--- config.mk ---
export PLATFORM = sky130hd
export DESIGN_NAME = switch_debounce3
export DESIGN_NICKNAME = d
export VERILOG_FILES = /design/src/rtl/switch_debounce3.sv
export SDC_FILE = /design/constraint.sdc
export NUM_CORES = 1
export LEC_CHECK = 0
export ABC_AREA = 1
export BUFFER_PORTS_ARGS = -buffer_cell sky130_fd_sc_hd__buf_2
export CORE_ASPECT_RATIO = 0.6
export CORE_MARGIN = 3
export CORE_UTILIZATION = 25
export CTS_CLUSTER_DIAMETER = 100
export DETAILED_ROUTE_END_ITERATION = 8
export SETUP_SLACK_MARGIN = 0.05
export SLEW_MARGIN = 15
export SYNTH_ARGS = -nofsm -noshare
export SYNTH_HDL_FRONTEND = slang
export SYNTH_SLANG_ARGS = --single-unit
--- constraint.sdc ---
create_clock -name clk -period 1.6 [get_ports clk]
set_input_delay 0.08 -clock clk [delete_from_list [all_inputs] [get_ports clk]]
set_output_delay 0.08 -clock clk [all_outputs]
set_load 0.005 [all_outputs]
--- src/rtl/switch_debounce3.sv ---
// switch_debounce3: three independent synchronize-and-debounce channels for the lamp switches.
// Build option SW_DEBOUNCE_BYPASS_EN replaces the qualification counters with one register stage.
//
// state | meaning (implicit per channel, derived from sync vs out)
// IDLE  | sync == out, qualification counter held at 0
// CHK   | sync != out, counter qualifying the new level

module switch_debounce3 #(
  parameter int unsigned STABLE_CYCLES = 500000
) (
  input  logic       clk,
  input  logic       rst_n,
  input  logic [2:0] SW_IN,
  output logic       S1,
  output logic       S2,
  output logic       S3,
  output logic [2:0] CHG
);

  logic [2:0] s0_q;
  logic [2:0] sync_q;
  logic [2:0] out_q;
  logic [2:0] out_d;
  logic [2:0] chg_q;
  logic [2:0] chg_d;

  always_ff @(posedge clk or negedge rst_n) begin
    if (!rst_n) begin
      s0_q   <= '0;
      sync_q <= '0;
      out_q  <= '0;
      chg_q  <= '0;
    end else begin
      s0_q   <= SW_IN;
      sync_q <= s0_q;
      out_q  <= out_d;
      chg_q  <= chg_d;
    end
  end

`ifdef SW_DEBOUNCE_BYPASS_EN
  always_comb begin
    out_d = sync_q;
    chg_d = sync_q ^ out_q;
  end
`else
  localparam int unsigned       CW      = $clog2(STABLE_CYCLES + 1);
  localparam logic [CW-1:0]     CNT_TC  = CW'(STABLE_CYCLES - 1);
  localparam logic [CW-1:0]     CNT_ONE = CW'(1);

  logic [2:0][CW-1:0] cnt_q;
  logic [2:0][CW-1:0] cnt_d;

  always_ff @(posedge clk or negedge rst_n) begin
    if (!rst_n) begin
      cnt_q <= '0;
    end else begin
      cnt_q <= cnt_d;
    end
  end

  // A sample matching the current output (IDLE) restarts the full window.
  always_comb begin
    out_d = out_q;
    chg_d = '0;
    cnt_d = '0;
    for (int i = 0; i < 3; i++) begin
      if (sync_q[i] != out_q[i]) begin
        if (cnt_q[i] == CNT_TC) begin
          out_d[i] = sync_q[i];
          chg_d[i] = 1'b1;
        end else begin
          cnt_d[i] = cnt_q[i] + CNT_ONE;
        end
      end
    end
  end
`endif

  always_comb begin
    S1  = out_q[0];
    S2  = out_q[1];
    S3  = out_q[2];
    CHG = chg_q;
  end

endmodule

# After elaboration in Yosys (flattened, before gate mapping)
# Index checks and enable logic that the tools add are counted.
# Widths: inputs -> output; s select.
word_totals:
  register_bits: 69
  out_inout_bits: 6
  elab_cells: 33
op_classes:
  add_sub_neg: 3
  eq_ne: 6
  n_mux: 12
  n_reduce_logical: 3
op_table:
  columns: ["cell", "count"]
  rows:
  - ["$mux 19", 6]
  - ["$add 19x1->19 const B", 3]
  - ["$eq 19x19->1 const B", 3]
  - ["$mux 1", 6]
  - ["$reduce_and 2->1", 3]
  - ["$ne 1x1->1", 3]

# Logic depth before layout (Yosys ltp)
logic_depth:
  depth_word: 3
  mapped_depth: 8
  depth_no_buf: 8

# Worst setup path before layout
# No wires, ideal clock.
synth_timing:
  path_type: "register to register"
  from: "reg cnt_q[19] (netlist bit)"
  to: "reg cnt_q[36] (netlist bit)"
  arrival_time_ns: 1.197
  required_ns: 1.522
  setup_slack_ns: 0.326
  stages_incl_launch_ff: 7
  path_buffers: 0
  cell_sequence: "dfrtp_1 ha_1 nand3_1 nor2_1 nand3_1 nand2_2 a21oi_1"
synth_lines:
  columns: ["item", "line_no", "rtl"]
  rows:
  - ["start: declaration", "51", "logic [2:0][CW-1:0] cnt_q;"]
  - ["start signal: assignment", "58", "cnt_q <= cnt_d;"]

# Worst setup path after layout
layout_timing:
  from: "reg cnt_q[38] (netlist bit)"
  to: "reg chg_q[2], in the netlist CHG[2]"
layout_via:
  elab_chain_cells: 3
layout_lines:
  columns: ["item", "line_no", "rtl"]
  rows:
  - ["$eq 19x19->1", "69", "if (cnt_q[i] == CNT_TC) begin"]
  - ["$mux 1", "69", null]
  - ["$mux 1", "68", "if (sync_q[i] != out_q[i]) begin"]
  - ["net chg_d[2]", "25", "logic [2:0] chg_d;"]
  - ["end signal: assignment", "37", "chg_q <= chg_d;"]
  - ["end: declaration", "24", "logic [2:0] chg_q;"]
# The timed path passes the listed nets, and every way through them passes these cells.
# A chain may end at the register's enable or synchronous reset.

==> flow_summary.ini <==
[routing]
wl_mm = 8.34
detail-route-antenna-nets = 0
vias = 3056
dr.first_iter.drc_count = 197
vias_per_cell = 4.22
drcViolationCount = 0
wl_per_cell_um = 11.5
drt_pass1_iterations = 4

[placed_design]
place_congestion = 0.899
dp_cells = 707
numPortBuffers = 10
place_area_um2 = 4110
dp_hpwl_mm = 6.46

[sta]
fin_setup_tns_ns = 0
setup_viol = 0
final.setup_skew_ns = 0.00976
slew_headroom_pct = 72.0
tightest_slew_ns = 0.418
period_needed_ns = 1.51
hold_viol_final = 0
clock.fmax_mhz = 664
fin_crit_sh_pct = 94.1
rsz0062_at_grt = yes
slew_viol_final = 0
hold_ws_ns = 0.162

[run]
drv_cap = 0

[global_routing]
gr-total-overflow = 0
grt_antenna_before_repair = 0
grt_pass1_vias = 2818
use_met3_pct = 3.69
grtUsageTotal_pct = 11.1
grt_pass1_wl_mm = 14.4
use_met1_pct = 18.4
busiest_layer = met1
grtUsageMet2_pct = 13.0
grt_max_degree = 28

[critical_path]
endpoint_kind = register
crit_type = register to register
arrival_ns = 1.78
crit_path_start_kind = register
crit_required_ns = 1.87
crit_fanout = 3

[power_and_ir_drop]
power_density_nw_per_um2 = 848
p_leak_nw = 1.85
ir_drop_v = 0.000459

[yosys]
synth_top_area_cell = dfrtp_1
synth-seq-cells = 69
synthesis.area_um2 = 3760
ys_seq_area_share_pct = 46.0
synth_nets = 503
avgSynthCellArea_um2 = 7.59
ys_types = 28
synthCells = 495
synth.area.top_cells = dfrtp_1 (46%), nor2_1 (13%), nand2_1 (9.0%)
synth_top_area_share_pct = 46.0
ys_warn_count = 0

[final_layout]
post-route-cell-area_um2 = 4450
instances_no_fill = 724
nets = 532
drive_gt1_share_pct = 12.5
regArea_um2 = 1730
syn_to_final_growth_pct = 18.4
fin_util_pct = 30.5
n_antenna_cell = 0
fillers = 1547
multi_input_area_um2 = 1830

[hold_path]
holdCritPathClass = input pin to asynchronous set/reset pin

[clocking]
root_buffer = clkbuf_16
clockBufferDepth = 2
post-cts-setup-buffers = 0
cts_tree = done
clock-sinks = 69
numCtsBuffers = 9
clk_latency_ns = 0.33
htreeDepth = 3
clk_pin_slew_ns = 0.06

[floorplan]
core.rowCount = 34
die_area_um2 = 16600
start_util_pct = 25.7
die-height_um = 101
core_area_um2 = 14600
io_pins = 11
fp.dieW_um = 164

[run_status]
status = finished, final reports clean
critical path, stage by stage, from the launching register on:
cell,delay [ns]
dfrtp_1,0.37
ha_2,0.19
nand2_1,0.07
nor2_2,0.11
nand2_1,0.11
nor4_1,0.40
buf_4,0.19
where the power goes:
group          switching, mW  leakage, nW  internal [mW]  total (mW)
clock network          0.696        0.133           1.15        1.84
registers             0.0165        0.943           1.77        1.79
logic                 0.0880        0.778         0.0494       0.137
total                  0.800         1.85           2.97        3.77
area by class of cell:
class	count	share of cell area [%]
Inverter	50	4.22
Tap cell	198	5.57
Multi-Input combinational cell	370	41.1
Timing Repair Buffer	24	4.05
Sequential cell	69	38.8
Clock inverter	1	0.169
Clock buffer	12	5.99
layer usage:
metal  up-vias  part of all wire [%]
li1       1602                     -
met1      1382                    58
met2        67                    35
met3         5                   6.0
met4         0                  0.59
met5         -                     0
path summary, 6_finish.rpt:
check                           from        end  slack [ns]  depth (start not counted)
max in group asynchronous      rst_n   out_q[1]        0.94                          3
min in group clk             s0_q[1]  sync_q[1]        0.35                          0
setup / recovery           cnt_q[38]     CHG[2]        0.09                          6
hold reg to reg              s0_q[1]  sync_q[1]        0.35                          0
hold / removal                 rst_n  cnt_q[30]        0.16                          2
setup reg to reg           cnt_q[38]     CHG[2]        0.09                          6
synthesized netlist by cell type:
library cell  number
and2_0             1
nand3b_1           3
and3_1             2
nor2_1           135
o22ai_1            1
nand3_1           42
nor2_2            13
o21ai_1            1
nand2_1           90
ha_1               3
xnor2_1           11
a21oi_1           12
o21bai_1           1
nand2_4            2
dfrtp_1           69
o21ai_0            4
nor3b_1            3
nand2_2           10
nor4_1             1
xnor2_2            1
clkbuf_1           2
buf_4              1
xor2_1            19
nor3_1             3
nand4_1            9
inv_1             50
buf_2              3
nor2_4             3
layout by cell type (no fill, tap or decap), types with 2 or more instances in the layout:
cell type / netlist / final
nor2_4: 3 / 3
nor2_2: 13 / 14
clkbuf_16: 0 / 9
clkbuf_8: 0 / 3
buf_2: 3 / 9
nor3b_1: 3 / 3
nor2_1: 135 / 134
nor3_1: 3 / 3
nand4_1: 9 / 9
and3_1: 2 / 2
nand2_4: 2 / 3
a21oi_1: 12 / 12
nand3b_1: 3 / 3
xnor2_1: 11 / 11
buf_4: 1 / 10
dlygate4sd3_1: 0 / 4
inv_1: 50 / 50
dfrtp_1: 69 / 69
o21ai_0: 4 / 4
xor2_1: 19 / 19
nand2_2: 10 / 10
nand3_1: 42 / 41
ha_1: 3 / 2
nand2_1: 90 / 89
through the flow:
stage | power, mW | setup slack (ns)
floorplan | 1.88 | 0.326
global placement | 1.95 | 0.114
detailed placement | 1.95 | 0.0690
CTS | 3.84 | 0.103
global route | 3.93 | 0.0263
finish | 3.77 | 0.0938
what timing repair did:
action	CTS	global route
hold buffers	4	0
hold endpoints to repair	72	0
resized for setup	1	4
setup endpoints to repair	1	21
pin swaps	0	2
sequential cells by signal (all words and copies together) (netlist names):
name    cells
CHG         3
sync_q      3
s0_q        3
out_q       3
cnt_q      57
kinds of logic after synthesis:
group,count (synthesis),synth area share [%]
XOR/XNOR,31,7.43
flip-flops,69,46.0
AO/OA/AOI/OAI,19,2.63
AND/OR/NAND/NOR,317,37.2
buffers and inverters,56,5.80
adder cells (fa/ha/maj),3,0.999
(Power assumes the default switching activity.)
